===== src/rtl/serial_alu.sv =====
// -----------------------------------------------------------------------------
// serial_alu
//   Bit-serial OR/AND/ADD/SUB unit. The operands are processed LSB first, one
//   bit per clock, through a single shared 1-bit logic/full-adder slice. The
//   parallel result is presented with a start/busy/done handshake.
//
// Parameters
//   WIDTH : operand/result width in bits (2..64)
//   CW    : bit-counter width, 2**CW >= WIDTH
//
// Ports
//   clk       : system clock, rising edge
//   rst       : asynchronous, active-high reset
//   start     : request a new operation (sampled only in IDLE)
//   op        : 00 OR, 01 AND, 10 ADD, 11 SUB (a-b)
//   a, b      : operands, sampled on the accepting edge
//   busy      : high while an operation is being processed
//   done      : one-cycle pulse, result/carry_out freshly updated
//   result    : last completed result, held until the next completion
//   carry_out : final carry of ADD/SUB (1 = no borrow for SUB), 0 for OR/AND
// -----------------------------------------------------------------------------
module serial_alu #(
    parameter int WIDTH = 32,
    parameter int CW    = 6
) (
    input  logic             clk,
    input  logic             rst,
    input  logic             start,
    input  logic [1:0]       op,
    input  logic [WIDTH-1:0] a,
    input  logic [WIDTH-1:0] b,
    output logic             busy,
    output logic             done,
    output logic [WIDTH-1:0] result,
    output logic             carry_out
);

    localparam logic [1:0] OP_OR  = 2'b00;
    localparam logic [1:0] OP_AND = 2'b01;
    localparam logic [1:0] OP_SUB = 2'b11;

    typedef enum logic [1:0] {
        IDLE = 2'b00,
        RUN  = 2'b01,
        DONE = 2'b10
    } state_t;

    state_t           state, state_nxt;
    logic [WIDTH-1:0] sa, sb, acc;
    logic [CW-1:0]    cnt;
    logic             cy;
    logic [1:0]       opr;

    logic             x, y, r, cy_nxt, last, arith;
    logic [WIDTH-1:0] acc_nxt;

    function automatic logic maj3(input logic p, input logic q, input logic s);
        return (p & q) | (p & s) | (q & s);
    endfunction

    // Shared 1-bit slice. SUB is a + ~b + 1: y is inverted here and the
    // carry register is preset to 1 on acceptance.
    always_comb begin
        arith  = opr[1];
        x      = sa[0];
        y      = sb[0] ^ (opr == OP_SUB);
        cy_nxt = maj3(x, y, cy);
        case (opr)
            OP_OR:   r = x | y;
            OP_AND:  r = x & y;
            default: r = x ^ y ^ cy;
        endcase
        acc_nxt = {r, acc[WIDTH-1:1]};
        last    = (cnt == CW'(WIDTH - 1));
    end

    always_comb begin
        state_nxt = state;
        case (state)
            IDLE:    if (start) state_nxt = RUN;
            RUN:     if (last)  state_nxt = DONE;
            DONE:    state_nxt = IDLE;
            default: state_nxt = IDLE;
        endcase
    end

    assign busy = (state == RUN);
    assign done = (state == DONE);

    always_ff @(posedge clk or posedge rst) begin
        if (rst) begin
            state     <= IDLE;
            sa        <= '0;
            sb        <= '0;
            acc       <= '0;
            cnt       <= '0;
            cy        <= 1'b0;
            opr       <= OP_OR;
            result    <= '0;
            carry_out <= 1'b0;
        end else begin
            state <= state_nxt;
            case (state)
                IDLE: begin
                    if (start) begin
                        sa  <= a;
                        sb  <= b;
                        opr <= op;
                        cnt <= '0;
                        acc <= '0;
                        cy  <= (op == OP_SUB);
                    end
                end
                RUN: begin
                    sa  <= sa >> 1;
                    sb  <= sb >> 1;
                    acc <= acc_nxt;
                    cnt <= cnt + CW'(1);
                    if (arith) cy <= cy_nxt;
                    // The final bit goes straight into result rather than
                    // waiting a cycle for the accumulator to settle.
                    if (last) begin
                        result    <= acc_nxt;
                        carry_out <= arith & cy_nxt;
                    end
                end
                default: ;
            endcase
        end
    end

endmodule


===== config.mk =====
export PLATFORM = sky130hd
export DESIGN_NAME = serial_alu
export DESIGN_NICKNAME = d
export VERILOG_FILES = /design/src/rtl/serial_alu.sv
export SDC_FILE = /design/constraint.sdc
export NUM_CORES = 1
export LEC_CHECK = 0
export BUFFER_PORTS_ARGS = -buffer_cell sky130_fd_sc_hd__clkbuf_2
export CAP_MARGIN = 10
export CELL_PAD_IN_SITES_DETAIL_PLACEMENT = 1
export CELL_PAD_IN_SITES_GLOBAL_PLACEMENT = 2
export CORE_MARGIN = 2
export CORE_UTILIZATION = 39
export CTS_CLUSTER_SIZE = 12
export DETAILED_ROUTE_END_ITERATION = 8
export PLACE_DENSITY_LB_ADDON = 0.2
export SKIP_CTS_REPAIR_TIMING = 1
export SLEW_MARGIN = 5
export SYNTH_ARGS = -nofsm -noshare
export SYNTH_HDL_FRONTEND = slang
export SYNTH_SLANG_ARGS = --single-unit
export TNS_END_PERCENT = 50

===== constraint.sdc =====
create_clock -name clk -period 11.5 [get_ports clk]
set_input_delay 0.575 -clock clk [delete_from_list [all_inputs] [get_ports clk]]
set_output_delay 0.575 -clock clk [all_outputs]
set_load 0.02 [all_outputs]

* Word-level counts from Yosys, hierarchy flattened
Cells that the tools add are included.
Cells by class: $add $sub $neg 1, eq/ne operators 9, muxes and demuxes 15, bitwise operators 10, reductions and logical operators 8
Operators with widths (number):
- case mux 32 bit (2 select lines) | 3
- two-way mux 32 bit | 3
- case mux 6 bit (2 select lines) | 1
- AND reduction 2 bit | 4
- adder 6 x 1 -> 6 bit, second input constant | 1
- == test 2 bit, second input constant | 3
- == test 6 x 5 -> 1 bit, second input constant | 1
- two-way mux 6 bit | 1
- AND 1 bit | 4
- == test 2 x 1 -> 1 bit, second input constant | 2
- zero test 2 bit | 2
- two-way mux 2 bit | 2
- != test 2 x 1 -> 1 bit, second input constant | 2
- case mux 1 bit (2 select lines) | 2
- case mux 2 bit (2 select lines) | 1
- OR 1 bit | 3
- AND reduction 3 bit | 1
- bitwise XOR 1 bit | 3
- two-way mux 1 bit | 2
- != test 2 bit, second input constant | 1
- nonzero test 2 bit | 1
Storage, ports and cells: bits in registers 140, input bits 69, output and inout bits 35, word-level logic and storage cells 52

* Logic depth before layout (Yosys ltp)
depth after elaboration 7, gate-level depth with buffers 7

* Worst setup path before layout
No wires, ideal clock.
path kind register to register, start point register state[1], end point register result[10], setup time 0.125 ns, arrival 1.711 ns, data required time 11.375 ns, setup slack 9.664 ns, stages on the path, launching flop included 7, path buffers 3, period minus slack after synthesis 1.836 ns, cell sequence dfrtp_1 > buf_6 > nand2b_4 > buf_6 > nor4_4 > buf_6 > mux2_2
Between the ends: longest elaborated chain between the ends 2
Ends and longest elaborated chain:
- start: declaration | line 48 | state_t state, state_nxt;
- start signal: assignment | line 102 | state <= state_nxt;
- == test 2 x 1 -> 1 bit | line 103 | case (state)
- AND reduction 2 bit (no line)
- end signal: assignment | line 123 | result <= acc_nxt;
- end: declaration | line 34 | output logic [WIDTH-1:0] result,
Every way passes these cells. A chain may end at the register's enable or synchronous reset.

* Worst setup path in the final report
start point register state[1], end point output busy
Between the ends: longest elaborated chain between the ends 1
Ends and longest elaborated chain:
- == test 2 x 1 -> 1 bit | line 87 | assign busy = (state == RUN);
- end: declaration | line 32 | output logic busy,
Every way passes these cells.

==> out/summary.txt <==
RR Startpoint: state[0]$_DFFE_PP0P_
Die height: 125 um
Gpl congestion: 0.720
CP max FO: 72
P_leak: 3.15 nW
Post-Synthesis Cell Area: 0.00572 sq mm
P per Cell Area: 212 mW/mm^2
FF-to-FF setup slack: 8.64 ns
Yosys reg bits: 139
Total negative slack: 0 ns
CTS root buf: clkbuf_16
Antenna cells: 0
DP Worst Slack: 8.46 ns
Core ar.: 0.0144 sq mm
Setup crit end: busy
Yosys cell types: 36
Fin area: 0.00695 sq mm
Antenna Nets Post-Route: 0
Syn. warnings: 0
Vias per std cell: 5.39
DRT Pass-1 Iters: 5
Measured slew at the worst slew-check pin: 1.09 ns
Slew headroom: 27.0%
Hpwl dp: 8380 um
Final Critical Period: 3.47 ns
# clock sinks: 139
Setup crit end kind: output port
Post-synthesis sequential area ratio: 60.8%
Highest Clock Rate: 0.288 GHz
CP Launch Point: state[1]$_DFFE_PP0P_
Final core occ: 48.2%
Wirelength per Cell: 17.9 um
Crit path launch type: flip-flop
Layout cells sized above 1: 30.3%
Fin. Hold Viols: 0
Width of the die: 125 um
Via count: 4153
Post-Synthesis Cells: 487
Mapped Nets: 560
Starting Density: 39.6%
I/O Pins: 104
H-tree depth: 4
Worst-path clk slew: 0.06 ns
Reg-to-Reg End: cnt[2]$_DFFE_PP0P_
First-pass GRT wire length: 23600 um
Worst Path Required: 10.93 ns
Peak supply drop: 95.3 uV
Overall routing resource usage: 18.9%
CP Class: reg2out
Number of port buffers: 103
# rows: 44
Area Overhead vs Synth: 21.6%
Largest net degree at the start of global routing: 76
Total gr overflow: 0
Worst min-delay path category: in2async
RSZ-0062 raised after global routing: no
Setup ws final: 8.03 ns
Main area contributors after synthesis: dfrtp_1 61%, a22oi_1 8.0%, mux2_2 5.9%, o21ai_0 5.9%, a22o_1 5.2%
DR DRC count: 0
Critical path arrival: 2.90 ns
Post-synthesis area per instance: 11.7 sq um
Vias in the first global route: 4473
Dpl cell area: 0.00634 sq mm
Clock skew: 0.0142 ns
# setup viols final: 0
FF-to-FF path depth: 5
Worst-Skew Late Latency: 0.42 ns
Cell taking the most area after synthesis: dfrtp_1
Final wirelength: 13800 um
Final Max Tran Viols: 0
Number of max-cap violations: 0
Tot Pwr: 0.00147 W
Num CTS Buffers: 17
CTS tree: done
Status: complete, no violations
Initial antenna violation count: 0
Period utilisation layout: 30.2%
DR iter-0 viols: 227
Final nets: 647
Max Buffers Root-to-Sink: 2
Top-area cell type share of the netlist area: 60.8%
Die area: 0.0156 sq mm
==> metal layers <==
layer,up-vias,wire length [um],GRT usage (%),part of all wire (%)
met5,-,0,0,0
met3,18,511,4.92,3.7
met4,0,157,6.27,1.1
met2,85,6580,29.7,48
li1,1933,-,-,-
met1,2117,6560,25.7,47
==> area by class of cell <==
type | count | area [sq um]
clock buffers | 21 | 470
clock inverters | 11 | 143
fillers | 1569 | 7470
inverters | 5 | 23.8
multi-input cells | 302 | 2040
flip-flops and latches | 139 | 3480
well taps | 184 | 230
repair buffers | 109 | 561
==> power by group <==
group	leakage (nW)	switching [W]	total (W)	internal (W)
clock	0.299	0.000208	0.000565	0.000357
sequential	1.78	0.0000760	0.000674	0.000598
combinational	1.07	0.000123	0.000235	0.000112
total	3.15	0.000406	0.00147	0.00107
==> flip-flops by register name, indices dropped and copies added, names as in the netlist <==
signal and flops:
acc 31, carry_out 1, sb 32, cy 1, state 2, result 32, sa 32, cnt 6
opr 2
==> stage by stage <==
| stage | hold slack, ns | cells |
|---|---|---|
| 6_report | 0.216 | 771 |
| 3_5_place_dp | 0.471 | 739 |
| 3_3_place_gp | 0.461 | 739 |
| 4_1_cts | 0.230 | 771 |
| 5_1_grt | 0.246 | 771 |
| 2_1_floorplan | 0.450 | 487 |
==> cell usage after synthesis <==
library cell / number
o21bai_1: 1
clkbuf_1: 29
o31ai_1: 3
inv_1: 4
nor2b_1: 4
nand3_1: 2
nand2b_4: 1
a31oi_1: 1
ha_1: 3
or3b_2: 1
nand2b_1: 1
buf_1: 4
buf_2: 3
nor3_1: 1
nand2_1: 75
a22o_1: 34
o211ai_1: 1
xnor2_1: 1
o41ai_1: 1
nand3b_1: 1
a221o_1: 1
mux2i_1: 2
clkinv_1: 1
a22oi_1: 61
nor4_4: 1
a21oi_1: 1
nor3b_1: 2
xor2_1: 1
mux2_1: 2
fa_1: 1
buf_6: 5
dfrtp_1: 139
o311ai_0: 1
mux2_2: 30
o21ai_0: 67
and3b_1: 1
==> how the worst min path moves through the flow <==
stage,cells after the start,to,start,slack [ns]
5_1_grt,2,acc[21]$_DFFE_PP0P_,rst,0.25
3_3_place_gp,2,sb[24]$_DFFE_PP0P_,sb[24]$_DFFE_PP0P_,0.46
6_report,2,result[18]$_DFFE_PP0P_,rst,0.22
3_5_place_dp,2,sa[4]$_DFFE_PP0P_,sa[4]$_DFFE_PP0P_,0.47
4_1_cts,2,acc[21]$_DFFE_PP0P_,rst,0.23
2_1_floorplan,2,sa[10]$_DFFE_PP0P_,sa[10]$_DFFE_PP0P_,0.45
==> logic make-up (layout without fill, tap and decap cells) <==
group	count (synthesis)	count (layout)	synth area share [%]
AO/OA/AOI/OAI	172	172	20.4
flip-flops	139	139	60.8
AND/OR/NAND/NOR	90	90	7.05
buffers and inverters	46	146	3.74
multiplexers	34	34	6.65
adder cells (fa/ha/maj)	4	4	1.01
XOR/XNOR	2	2	0.306
==> critical path, cell delays in order, from the launching register on <==
cell	delay (ns)
dfrtp_2	0.34
buf_4	0.52
nand2b_4	0.33
clkinv_1	0.83
clkbuf_2	0.42
==> layout by cell type (no fill, tap or decap), types with 2 or more instances in the layout <==
master,n
nor2b_1,3
nand3_1,2
mux2_2,30
inv_1,3
mux2_1,2
dfrtp_2,2
o31ai_1,3
clkbuf_8,3
a22oi_1,61
clkinv_4,2
clkbuf_16,17
ha_1,3
nor3b_1,2
dfrtp_1,137
buf_4,6
a22o_1,34
mux2i_1,2
nand2_1,75
clkinvlp_4,2
bufinv_16,3
clkbuf_2,103
o21ai_0,67
clkinv_2,4
Note: power is estimated with default switching activity, not from simulation.
